===== src/rtl/omsp_sm_control_v2.sv =====
`timescale 1ns/1ps
// Protected-module control: slot allocation, ID issue, create/destroy handshake
// with an overlap-check cycle, and the history of executing module IDs.
module omsp_sm_control_v2 #(
    parameter int NB_SMS     = 4,
    parameter int ID_W       = 16,
    parameter int IRQ_W      = 4,
    parameter int HIST_DEPTH = 2,
    parameter logic [ID_W-1:0] IRQ_ID_BASE = ID_W'((64'd1 << ID_W) - (64'd1 << IRQ_W)),
    localparam int SLOT_W    = (NB_SMS > 1) ? $clog2(NB_SMS) : 1
) (
    input  logic                       mclk,
    input  logic                       puc_rst_n,
    input  logic                       req_valid,
    output logic                       req_ready,
    input  logic [1:0]                 req_op,
    input  logic [ID_W-1:0]            req_target_id,
    output logic                       rsp_valid,
    output logic [1:0]                 rsp_status,
    output logic [SLOT_W-1:0]          rsp_slot,
    output logic [ID_W-1:0]            rsp_id,
    input  logic [NB_SMS-1:0]          slot_enabled,
    input  logic [NB_SMS-1:0]          slot_executing,
    input  logic [NB_SMS-1:0]          slot_violation,
    input  logic [NB_SMS*ID_W-1:0]     slot_id,
    output logic [NB_SMS-1:0]          slot_update,
    output logic                       slot_enable,
    output logic [NB_SMS-1:0]          slot_check,
    output logic [ID_W-1:0]            next_id,
    input  logic                       handling_irq,
    input  logic [IRQ_W-1:0]           irq_num,
    output logic [ID_W-1:0]            current_id,
    output logic [ID_W-1:0]            prev_id,
    output logic [HIST_DEPTH*ID_W-1:0] id_hist,
    output logic                       sm_executing,
    output logic                       violation
);

    typedef enum logic [2:0] {S_IDLE, S_CHECK, S_COMMIT, S_DESTROY, S_RESP} state_t;

    state_t            state_q, state_d;
    logic [ID_W-1:0]   target_q, target_d;
    logic [ID_W-1:0]   next_id_q, next_id_d;
    logic [ID_W-1:0]   rsp_id_q, rsp_id_d;
    logic [SLOT_W-1:0] free_q, free_d;
    logic [SLOT_W-1:0] rsp_slot_q, rsp_slot_d;
    logic [1:0]        rsp_status_q, rsp_status_d;
    logic [ID_W-1:0]   last_id_q;
    logic [ID_W-1:0]   hist_q [HIST_DEPTH];

    logic [ID_W-1:0]   ids [NB_SMS];
    logic [SLOT_W-1:0] free_idx, match_idx, exec_idx;
    logic              free_found, match_found, exec_found;
    logic [NB_SMS-1:0] free_onehot, match_onehot;

    for (genvar gi = 0; gi < NB_SMS; gi++) begin : g_ids
        assign ids[gi] = slot_id[gi*ID_W +: ID_W];
    end

    // Descending scan so the last hit is the lowest index.
    always_comb begin
        free_found  = 1'b0;
        free_idx    = '0;
        match_found = 1'b0;
        match_idx   = '0;
        exec_found  = 1'b0;
        exec_idx    = '0;
        for (int k = NB_SMS - 1; k >= 0; k--) begin
            if (!slot_enabled[k]) begin
                free_found = 1'b1;
                free_idx   = SLOT_W'(k);
            end
            if (slot_enabled[k] && (ids[k] == target_q)) begin
                match_found = 1'b1;
                match_idx   = SLOT_W'(k);
            end
            if (slot_executing[k]) begin
                exec_found = 1'b1;
                exec_idx   = SLOT_W'(k);
            end
        end
    end

    assign free_onehot  = NB_SMS'(1) << free_q;
    assign match_onehot = NB_SMS'(1) << match_idx;

    always_comb begin
        state_d      = state_q;
        target_d     = target_q;
        free_d       = free_q;
        next_id_d    = next_id_q;
        rsp_status_d = rsp_status_q;
        rsp_slot_d   = rsp_slot_q;
        rsp_id_d     = rsp_id_q;
        req_ready    = 1'b0;
        slot_update  = '0;
        slot_enable  = 1'b0;
        slot_check   = '0;
        case (state_q)
            S_IDLE: begin
                req_ready = 1'b1;
                if (req_valid) begin
                    target_d = req_target_id;
                    free_d   = free_idx;
                    if (req_op == 2'b01) begin
                        if (next_id_q == IRQ_ID_BASE) begin
                            state_d = S_RESP; rsp_status_d = 2'd3; rsp_slot_d = '0; rsp_id_d = '0;
                        end else if (!free_found) begin
                            state_d = S_RESP; rsp_status_d = 2'd1; rsp_slot_d = '0; rsp_id_d = '0;
                        end else begin
                            state_d = S_CHECK;
                        end
                    end else if (req_op == 2'b10) begin
                        state_d = S_DESTROY;
                    end else begin
                        state_d = S_RESP; rsp_status_d = 2'd3; rsp_slot_d = '0; rsp_id_d = '0;
                    end
                end
            end
            S_CHECK: begin
                slot_check = slot_enabled & ~free_onehot;
                if (|slot_violation) begin
                    state_d = S_RESP; rsp_status_d = 2'd2; rsp_slot_d = free_q; rsp_id_d = '0;
                end else begin
                    state_d = S_COMMIT;
                end
            end
            S_COMMIT: begin
                slot_update  = free_onehot;
                slot_enable  = 1'b1;
                next_id_d    = next_id_q + ID_W'(1);
                state_d      = S_RESP;
                rsp_status_d = 2'd0;
                rsp_slot_d   = free_q;
                rsp_id_d     = next_id_q;
            end
            S_DESTROY: begin
                state_d = S_RESP;
                if (match_found && (target_q != '0)) begin
                    slot_update  = match_onehot;
                    rsp_status_d = 2'd0;
                    rsp_slot_d   = match_idx;
                    rsp_id_d     = target_q;
                end else begin
                    rsp_status_d = 2'd3; rsp_slot_d = '0; rsp_id_d = '0;
                end
            end
            S_RESP:  state_d = S_IDLE;
            default: state_d = S_IDLE;
        endcase
    end

    always_ff @(posedge mclk or negedge puc_rst_n) begin
        if (!puc_rst_n) begin
            state_q      <= S_IDLE;
            target_q     <= '0;
            free_q       <= '0;
            next_id_q    <= ID_W'(1);
            rsp_status_q <= '0;
            rsp_slot_q   <= '0;
            rsp_id_q     <= '0;
        end else begin
            state_q      <= state_d;
            target_q     <= target_d;
            free_q       <= free_d;
            next_id_q    <= next_id_d;
            rsp_status_q <= rsp_status_d;
            rsp_slot_q   <= rsp_slot_d;
            rsp_id_q     <= rsp_id_d;
        end
    end

    always_comb begin
        current_id = '0;
        if (handling_irq)
            current_id = IRQ_ID_BASE + ID_W'(irq_num);
        else if (exec_found)
            current_id = ids[exec_idx];
    end

    // History shifts only when the executing ID changes.
    always_ff @(posedge mclk or negedge puc_rst_n) begin
        if (!puc_rst_n) begin
            last_id_q <= '0;
            for (int k = 0; k < HIST_DEPTH; k++) hist_q[k] <= '0;
        end else begin
            last_id_q <= current_id;
            if (last_id_q != current_id) begin
                hist_q[0] <= last_id_q;
                for (int k = 1; k < HIST_DEPTH; k++) hist_q[k] <= hist_q[k-1];
            end
        end
    end

    for (genvar gi = 0; gi < HIST_DEPTH; gi++) begin : g_hist
        assign id_hist[gi*ID_W +: ID_W] = hist_q[gi];
    end

    assign prev_id      = hist_q[0];
    assign rsp_valid    = (state_q == S_RESP);
    assign rsp_status   = rsp_status_q;
    assign rsp_slot     = rsp_slot_q;
    assign rsp_id       = rsp_id_q;
    assign next_id      = next_id_q;
    assign sm_executing = |slot_executing;
    assign violation    = ((|slot_violation) && (state_q != S_CHECK)) || (next_id_q == IRQ_ID_BASE);

endmodule


===== config.mk =====
export PLATFORM = sky130hd
export DESIGN_NAME = omsp_sm_control_v2
export DESIGN_NICKNAME = d
export VERILOG_FILES = /design/src/rtl/omsp_sm_control_v2.sv
export SDC_FILE = /design/constraint.sdc
export NUM_CORES = 1
export LEC_CHECK = 0
export ABC_AREA = 1
export BUFFER_PORTS_ARGS = -buffer_cell sky130_fd_sc_hd__buf_2
export CORE_AREA = 2 2 173 124
export CTS_CLUSTER_SIZE = 24
export DETAILED_ROUTE_END_ITERATION = 8
export DIE_AREA = 0 0 175 126
export SETUP_SLACK_MARGIN = 0.15
export SLEW_MARGIN = 20
export SYNTH_ARGS = -nofsm -noshare
export SYNTH_HDL_FRONTEND = slang
export SYNTH_SLANG_ARGS = --single-unit

===== constraint.sdc =====
create_clock -name mclk -period 2.6 [get_ports mclk]
set_clock_uncertainty 0.1 [all_clocks]
set_input_delay 0.26 -clock mclk [delete_from_list [all_inputs] [get_ports mclk]]
set_output_delay 0.26 -clock mclk [all_outputs]
set_load 0.02 [all_outputs]

==> results of run 1 <==
-- tightest hold or removal path, cell delays in order --
cell and delay (ns):
buf_2 0.08, nor2_1 0.03, a21oi_1 0.10
-- cells by family after synthesis --
family,count (synthesis),synth area share [%]
AND/OR/NAND/NOR,676,43.3
buffers and inverters,151,9.92
flip-flops,105,37.4
AO/OA/AOI/OAI,64,5.12
XOR/XNOR,32,3.98
adder cells (fa/ha/maj),2,0.356
-- synthesized netlist by cell type, drive strengths merged --
cell type,instances
a31oi,1
dfstp,1
clkbuf,16
nand2b,1
o21ai,23
or2,17
nand3b,6
inv,95
nor3,23
clkinv,2
nand4,40
o22ai,5
o2111a,1
o41ai,1
a211oi,1
nor2,94
xnor2,13
ha,2
a21boi,4
xor2,19
buf,38
a2bb2oi,1
nand3,165
nor4,5
o211ai,1
a221oi,1
nand2,320
a21oi,25
nor3b,5
dfrtp,104
-- repair_timing --
item	in CTS	in global routing
setup buffers	19	3
cloned	0	0
endpoints found under the hold margin	24	0
endpoints found under the setup margin	4	13
resized for setup	29	31
hold buffers	1	0
pin swaps	9	14
-- layout make-up --
cell class | count | share of cell area, %
repair buffers | 300 | 19.2
multi-input cells | 774 | 41.4
diodes | 2 | 0.0534
clock inverters | 6 | 1.06
well taps | 276 | 3.69
clock buffers | 10 | 2.55
flip-flops and latches | 105 | 28.1
inverters | 97 | 4.01
-- registers in the layout (all words and copies together) (netlist names) --
name,cells
id_hist,16
last_id_q,16
next_id,16
prev_id,16
rsp_id,16
target_q,16
state_q,3
free_q,2
rsp_slot,2
rsp_status,2
-- stage by stage --
step                std cells  utilization, %  instance area, µm²  hold WS [ns]
detailed placement       1529            42.3                8650        0.0967
floorplan                1030               -                7040        -0.136
global placement         1529            42.3                8650        0.0957
finish                   1570            45.9                9370        0.0385
CTS                      1565            45.1                9210        0.0317
global route             1569            45.9                9370        0.0564
-- power by group --
group          internal, mW  switching, mW
Combinational          1.32           2.26
Sequential             1.92          0.284
Clock                 0.888          0.708
-- layer usage --
metal	track usage, %	vias to the layer above
met2	35.9	353
met5	0	-
met3	4.20	36
met4	6.03	0
met1	41.3	3798
li1	-	3866
-- worst paths after layout --
path,from,endpoint,slack [ns],cells past startpoint
hold reg to reg,last_id_q[10],prev_id[10],0.40,2
setup / recovery,target_q[15],slot_update[0],-0.24,13
min in group asynchronous,puc_rst_n,next_id[12],0.26,2
setup reg to reg,target_q[15],rsp_slot[0],-0.11,19
hold / removal,req_target_id[8],target_q[8],0.04,3
max in group asynchronous,puc_rst_n,next_id[0],1.37,3
==> run summary, run 1 <==
Yosys cell types -> 44
number of synthesis warnings -> 0
largest net degree at the start of global routing -> 52
Synth area leaders -> dfrtp_1 37%, nand2_1 17%, nand3_1 12%, inv_1 4.9%, nor2_1 4.8%
H-tree depth -> 3
Clk pin slew, worst setup/hold paths -> 0.08 ns
most frequent cells in the layout -> 308 x nand2_1, 209 x buf_2, 158 x nand3_1
met2 WL -> 11500 µm
CTS buffer count -> 9
MaxCap Viol Count -> 0
Slew Viols, Final -> 0
DR top layer -> met4
gr usage total -> 25.9%
Residual DRC -> 0
Filler cells -> 2146
synthesized flop and latch total -> 105
Vert. Die Dim -> 126 µm
Die ar. -> 22100 µm²
max_slew headroom -> 68.0%
routed vias -> 8053
share of the synthesized area in the top cell type -> 37.0%
worst min-delay path class -> primary input to flop
Max clock buf depth -> 2
most common cell after layout, fill and taps aside -> nand2_1
Fmax achieved -> 0.352 GHz
WP data arrival -> 2.48 ns
Clk Latency, worst-skew pair -> 0.37 ns
Syn Inst Count -> 1030
Leakage -> 4.98 nW
CP Launch Type -> flop
Final nets -> 1391
setup ws final -> -0.242 ns
Setup Crit Path Kind -> flop to primary output
GP Congestion -> 0.959
final wirelength -> 28500 µm
failing checks -> negative setup slack
footprint of the multi-input gates -> 3880 µm²
Slowest cell on crit path -> dfrtp_1
vias in the first global route -> 7489
Metal-1 WL -> 14000 µm
1st-iter DRT viols -> 858
Final period util -> 109%
Port Buf Inserts -> 214
clock sink total -> 105
drt first pass iters -> 5
synth-to-layout area growth -> 33.1%
vias per cell -> 5.13
Hold Vio Cnt, Final -> 0
total negative setup slack -> -0.954 ns
Storage cell area -> 2630 µm²
Final Total Pwr -> 7.38 mW
critical path endpoint category -> primary output
Initial Util -> 34.5%
dpl ws -> -0.00790 ns
Post-DP HPWL -> 22800 µm
post-synthesis instance area -> 7040 µm²
CTS Root Cell -> clkbuf_16
Cell Pwr Density -> 788 nW/µm²
crit-path cells -> clkinvlp_4, nand2_2, o21ai_2, nor3b_2, nand2_1, nor2_2, nand3_2, nand2_2, nor2_4, nor2_4, nand3_2, o21ai_1, buf_4
run status -> finished, violations left
syn nets -> 1134
register area share after synthesis -> 37.4%
Met3 Wirelength -> 2470 µm
initial antenna violation count -> 2
number of I/O pins -> 215
worst-path fanout max -> 8
Die X -> 175 µm
CP top delay family -> simple AND/OR/NAND/NOR gates
Final Setup Violations -> 6
core box area -> 20400 µm²
Critical Path Max Stage Delay -> 0.40 ns
RSZ-0062 raised after global routing -> yes
largest area contributor in the netlist -> dfrtp_1
global-route wire length before repair -> 43700 µm
ANT nets after route -> 0
WL/cell -> 18.1 µm
layout cells sized above 1 -> 29.7%
CTS tree -> built
mean post-synth cell area -> 6.83 µm²
Final min period -> 2.84 ns
CP bufs+invs -> 2
Peak VDD IR -> 371 µV
Overflow after GRT -> 0
Worst Max-Slew Pin Slew -> 0.476 ns
CP required -> 2.24 ns
Rows -> 44
No activity file was read; power rests on OpenSTA's default activity.
==> inputs of run 2 (changes only) <==
--- a/config.mk
+++ b/config.mk
@@ -5,12 +5,14 @@
 export SDC_FILE = /design/constraint.sdc
 export NUM_CORES = 1
 export LEC_CHECK = 0
-export ABC_AREA = 1
+export ABC_AREA = 0
 export BUFFER_PORTS_ARGS = -buffer_cell sky130_fd_sc_hd__buf_2
-export CORE_AREA = 2 2 173 124
+export CAP_MARGIN = 0
+export CORE_AREA = 2 2 166 120
+export CTS_CLUSTER_DIAMETER = 50
 export CTS_CLUSTER_SIZE = 24
 export DETAILED_ROUTE_END_ITERATION = 8
-export DIE_AREA = 0 0 175 126
+export DIE_AREA = 0 0 168 122
 export SETUP_SLACK_MARGIN = 0.15
 export SLEW_MARGIN = 20
 export SYNTH_ARGS = -nofsm -noshare
==> run 2 against run 1 <==
Net effect:
- the flow still finishes with violations (negative setup slack)
- power shrank 20%
- first-iteration DRC count shrank 44%
- maximum frequency shrank 3.2%
- flip-flop and latch count is the same
- routed wire length shrank 11%
- non-clock buffer count grew 59
- core utilization grew 5.5 points
- combinational power shrank 33%
- sequential share of layout area shrank 1.2 points
- global-route usage shrank 1.3 points
- synthesized area shrank 7.6%
- via count shrank 20%
- largest power group unchanged
==> run summary, run 2 <==
Final nets -> 1058
Post-DP HPWL -> 19900 µm
Synth area leaders -> dfrtp_1 40%, xnor2_1 7.8%, mux2_4 6.9%, mux2_2 3.1%, xor2_1 3.1%
global-route wire length before repair -> 37700 µm
Max clock buf depth -> 2
Syn Inst Count -> 645
Die X -> 168 µm
setup ws final -> -0.337 ns
largest area contributor in the netlist -> dfrtp_1
drt first pass iters -> 5
Clk pin slew, worst setup/hold paths -> 0.08 ns
ys async rst share -> 100%
MaxCap Viol Count -> 0
synthesized flop and latch total -> 105
1st-iter DRT viols -> 479
Final min period -> 2.94 ns
initial antenna violation count -> 2
Cell Pwr Density -> 600 nW/µm²
clock sink total -> 105
syn nets -> 749
max_slew headroom -> 59.2%
failing checks -> negative setup slack
routed vias -> 6457
worst min-delay path class -> primary input to flop
Vert. Die Dim -> 122 µm
Yosys cell types -> 69
DR top layer -> met5
Overflow after GRT -> 0
critical path endpoint category -> primary output
register area share after synthesis -> 40.4%
most common cell after layout, fill and taps aside -> buf_2
run status -> finished, violations left
vias per cell -> 5.35
Fmax achieved -> 0.341 GHz
WL/cell -> 20.9 µm
Die ar. -> 20500 µm²
CTS tree -> built
mean post-synth cell area -> 10.1 µm²
final wirelength -> 25200 µm
core box area -> 19100 µm²
crit-path cells -> xor2_1, nor4_1, nand3_1, nor4_2, buf_4, nor2_2, or4_4, o21ai_4, buf_6
WP data arrival -> 2.58 ns
Critical Path Max Stage Delay -> 0.46 ns
worst-path fanout max -> 4
largest net degree at the start of global routing -> 106
CTS Root Cell -> clkbuf_16
Setup Crit Path Kind -> flop to primary output
layout cells sized above 1 -> 52.9%
Metal-1 WL -> 12300 µm
Met3 Wirelength -> 1980 µm
CTS buffer count -> 9
met2 WL -> 10400 µm
Final Setup Violations -> 4
Slowest cell on crit path -> or4_4
Peak VDD IR -> 373 µV
ANT nets after route -> 0
RSZ-0062 raised after global routing -> yes
Final Total Pwr -> 5.89 mW
share of the synthesized area in the top cell type -> 40.0%
Rows -> 43
CP Launch Type -> flop
gr usage total -> 24.6%
synth-to-layout area growth -> 51.0%
most frequent cells in the layout -> 206 x buf_2, 115 x buf_4, 98 x dfrtp_1
post-synthesis instance area -> 6500 µm²
H-tree depth -> 3
Hold Vio Cnt, Final -> 0
vias in the first global route -> 6102
most common cell in the synthesized netlist -> dfrtp_1
Clk Latency, worst-skew pair -> 0.37 ns
Residual DRC -> 0
number of synthesis warnings -> 0
Final period util -> 113%
Post-synth EDFFs -> 0
number of I/O pins -> 215
Slew Viols, Final -> 0
Initial Util -> 34.0%
WHS -> 0.0299 ns
Leakage -> 4.53 nW
CP required -> 2.24 ns
Top FF cell, synth -> dfrtp_1
Port Buf Inserts -> 214
GP Congestion -> 0.919
Worst Max-Slew Pin Slew -> 0.612 ns
Post-synth top cells -> 104 x dfrtp_1, 58 x xnor2_1, 32 x clkbuf_1, 32 x nand2_1, 30 x mux2_4
run 2: path summary, 6_finish.rpt:
| path | start | to | slack [ns] | depth (start not counted) |
|---|---|---|---|---|
| max | target_q[7] | slot_update[3] | -0.34 | 9 |
| min | req_target_id[5] | target_q[5] | 0.03 | 2 |
| max reg2reg | next_id[0] | rsp_id[14] | 0.13 | 9 |
| min reg2reg | next_id[6] | next_id[6] | 0.40 | 1 |
| max in group asynchronous | puc_rst_n | target_q[7] | 1.48 | 3 |
| min in group asynchronous | puc_rst_n | id_hist[22] | 0.37 | 3 |
run 2: critical path, delay by kind of cell, from the launching register on:
family | cells | cell delay [ns]
xor gates and xnor gates | 1 | 0.18
AOI/OAI and AO/OA | 1 | 0.16
buffers and inverters | 2 | 0.32
and+or+nand+nor | 5 | 1.11
DFF | 1 | 0.45
run 2: cells by family (layout without fill, tap and decap cells):
group	count (synthesis)	after routing	share of synthesized area, %
AOI/OAI and AO/OA	115	115	13.6
xor gates and xnor gates	81	81	10.9
adders and majority gates	2	2	0.385
buffers and inverters	90	404	6.68
DFF	105	105	40.4
muxes	50	50	10.4
other	0	1	0
and+or+nand+nor	202	202	17.6
run 2: per-layer routing:
| metal | global-route usage (%) | vias to the layer above |
|---|---|---|
| met1 | 37.2 | 3170 |
| li1 | - | 2957 |
| met4 | 6.30 | 2 |
| met3 | 6.08 | 32 |
| met2 | 34.6 | 296 |
| met5 | 0 | - |
run 2: timing repair:
| action | 4_1_cts | 5_1_grt |
|---|---|---|
| buffers inserted | 13 | 13 |
| gates cloned | 3 | 2 |
| hold buffers | 1 | 0 |
| pin swaps | 24 | 30 |
| hold endpoints to repair | 104 | 0 |
| setup endpoints to repair | 54 | 58 |
| resized for setup | 58 | 62 |
run 2: area by class of cell:
class	instances	area [µm²]
Multi-Input combinational cell	450	3960
Tap cell	247	309
Inverter	29	120
Fill cell	1757	9280
Clock buffer	10	239
Antenna cell	1	2.50
Clock inverter	6	57.6
Sequential cell	105	2640
Timing Repair Buffer	359	2490
run 2: stage by stage:
stage / std cells / utilization [%] / TNS [ns] / area, µm² / worst slack [ns]
2_1_floorplan: 645 / - / 0 / 6650 / 0.0871
5_1_grt: 1207 / 51.4 / -2.07 / 9820 / -0.480
3_5_place_dp: 1158 / 45.1 / -13.38 / 8610 / -0.415
3_3_place_gp: 1158 / 45.1 / -11.93 / 8610 / -0.368
6_report: 1207 / 51.4 / -1.24 / 9820 / -0.337
4_1_cts: 1191 / 48.8 / -1.13 / 9330 / -0.338
run 2: where the power goes:
part           total, mW  switching, mW  internal, mW
Clock               1.39          0.691         0.702
Sequential          2.10          0.242          1.85
Combinational       2.40           1.25          1.16
==> inputs of run 3 (changes only) <==
--- a/config.mk
+++ b/config.mk
@@ -13,6 +13,8 @@
 export CTS_CLUSTER_SIZE = 24
 export DETAILED_ROUTE_END_ITERATION = 8
 export DIE_AREA = 0 0 168 122
+export HOLD_SLACK_MARGIN = 0.03
+export MAX_ROUTING_LAYER = met4
 export SETUP_SLACK_MARGIN = 0.15
 export SLEW_MARGIN = 20
 export SYNTH_ARGS = -nofsm -noshare
==> run 3 against run 2 <==
Net effect:
- power fell by 1.7%
- highest routed layer is now met4
- sequential share of layout area up 1.6 points
- hold slack better by 0.011 ns
- the flow still finishes with violations (negative setup slack)
- count of clock-buffer cells in the layout unchanged
- global-route usage is 1.0 points higher
- flip-flop and latch count unchanged
- first-iteration DRC count grew 12%
- non-clock buffer count fell by 10
- clock power increased by 4%
- critical path type unchanged
- critical endpoint unchanged
- sequential power about the same
- via count is 1.1% lower
- core utilization fell by 2.8 points
==> run summary, run 3 (synthesis gave the netlist of run 2 again) <==
Clk Latency, worst-skew pair -> 0.37 ns
Post-DP HPWL -> 20400 µm
Port Buf Inserts -> 214
Final period util -> 115%
MaxCap Viol Count -> 0
worst min-delay path class -> primary input to flop
core box area -> 19100 µm²
most common cell after layout, fill and taps aside -> buf_2
Final Setup Violations -> 4
RSZ-0062 raised after global routing -> yes
number of I/O pins -> 215
WP data arrival -> 2.64 ns
max_slew headroom -> 66.3%
dpl ws -> -0.256 ns
# diodes -> 0
placed insts -> 1157
Setup crit start -> target_q[7]
global-route wire length before repair -> 37800 µm
gr usage total -> 25.6%
run status -> finished, violations left
CP required -> 2.24 ns
Final min period -> 3.00 ns
critical path endpoint category -> primary output
Hold Vio Cnt, Final -> 0
Non-Filler Instances -> 1196
Die ar. -> 20500 µm²
vias per cell -> 5.34
Cell Pwr Density -> 624 nW/µm²
Max clock buf depth -> 2
failing checks -> negative setup slack
total negative setup slack -> -1.32 ns
reg-to-reg endpoint -> rsp_id[9]
layout cells sized above 1 -> 48.2%
Overflow after GRT -> 0
r2r setup slk -> 0.03 ns
CP Launch Type -> flop
Rows -> 43
GP Congestion -> 0.956
Worst Max-Slew Pin Slew -> 0.505 ns
largest net degree at the start of global routing -> 73
Fmax achieved -> 0.334 GHz
CTS buffer count -> 9
Vert. Die Dim -> 122 µm
reg2reg start -> target_q[7]
H-tree depth -> 3
CTS tree -> built
final wirelength -> 25500 µm
Residual DRC -> 0
initial antenna violation count -> 0
routed vias -> 6388
Slew Viols, Final -> 0
Filler cells -> 1813
Setup Crit Path Kind -> flop to primary output
WL/cell -> 21.3 µm
worst-path fanout max -> 3
ANT nets after route -> 0
worst setup path end -> slot_update[3]
most frequent cells in the layout -> 209 x buf_2, 110 x buf_4, 96 x dfrtp_1
clock sink total -> 105
synth-to-layout area growth -> 42.8%
Die X -> 168 µm
Final nets -> 1048
Clk pin slew, worst setup/hold paths -> 0.07 ns
Post-DP Area -> 8570 µm²
setup ws final -> -0.397 ns
Peak VDD IR -> 381 µV
drt first pass iters -> 5
Final Cell Area -> 9280 µm²
vias in the first global route -> 6154
Initial Util -> 34.0%
1st-iter DRT viols -> 535
worst reg-to-reg path cell count -> 12
Leakage -> 4.34 nW
CTS Root Cell -> clkbuf_16
-- run 3: changes by cell type in the layout (fill, tap and decap cells not counted), moves of 3 or more --
cell,previous run,this run
buf_2,206,209
buf_12,10,5
o221ai_2,3,0
nor2_1,22,26
buf_4,115,110
a221oi_4,3,0
buf_16,3,0
dlygate4sd3_1,1,10
nor2_4,5,1
a21oi_4,3,0
buf_6,18,14
o221ai_1,0,5
-- run 3: cell type report --
class | instances | area (µm²) | area share [%]
multi-input combinational | 450 | 3670 | 39.6
sequential | 105 | 2640 | 28.4
timing repair buffer | 349 | 2240 | 24.2
tap | 247 | 309 | 3.33
clock buffer | 10 | 229 | 2.47
inverter | 29 | 111 | 1.20
clock inverter | 6 | 76.3 | 0.822
-- run 3: how the worst min path moves through the flow --
stage / startpoint / endpoint / slack [ns] / depth (start not counted)
finish: req_target_id[9] / target_q[9] / 0.04 / 2
global route: req_target_id[7] / target_q[7] / 0.04 / 2
CTS: req_target_id[9] / target_q[9] / 0.03 / 2
detailed placement: puc_rst_n / id_hist[21] / 0.16 / 1
global placement: puc_rst_n / id_hist[22] / 0.15 / 1
floorplan: puc_rst_n / free_q[0] / -0.14 / 0
-- run 3: layer usage --
metal	routed length, µm	vias up	track usage, %
met5	0	-	-
met2	10600	289	36.1
met1	12600	3145	37.4
li1	-	2924	-
met3	1930	30	5.46
met4	371	0	5.54
-- run 3: what timing repair did --
item,in CTS,in global routing
hold buffers,10,0
pin swaps,11,25
setup endpoints to repair,54,57
gates cloned,0,1
gates resized for setup,27,26
endpoints found under the hold margin,42,0
buffers inserted,5,7
-- run 3: worst max-delay path: stages, from the launching register on --
cell and delay, ns:
dfrtp_2 0.45, buf_6 0.14, buf_4 0.13, xnor2_2 0.13, nand3_1 0.11, nor3_2 0.16
buf_4 0.15, and4_4 0.23, nor2_2 0.04, or4_4 0.46, o21ai_4 0.15, buf_6 0.13
-- run 3: metrics by stage --
| stage | utilization [%] | hold WS (ns) | total power [mW] |
|---|---|---|---|
| 3_3_place_gp | 44.9 | 0.153 | 4.19 |
| 6_report | 48.6 | 0.0408 | 5.80 |
| 5_1_grt | 48.6 | 0.0402 | 6.07 |
| 4_1_cts | 47.7 | 0.0324 | 5.72 |
| 2_1_floorplan | - | -0.136 | 3.29 |
| 3_5_place_dp | 44.9 | 0.157 | 4.21 |
-- run 3: where the power goes --
part	switching [mW]	internal (mW)	total, mW
clock	0.681	0.764	1.45
sequential	0.230	1.86	2.09
combinational	1.20	1.06	2.26
total	2.11	3.68	5.80
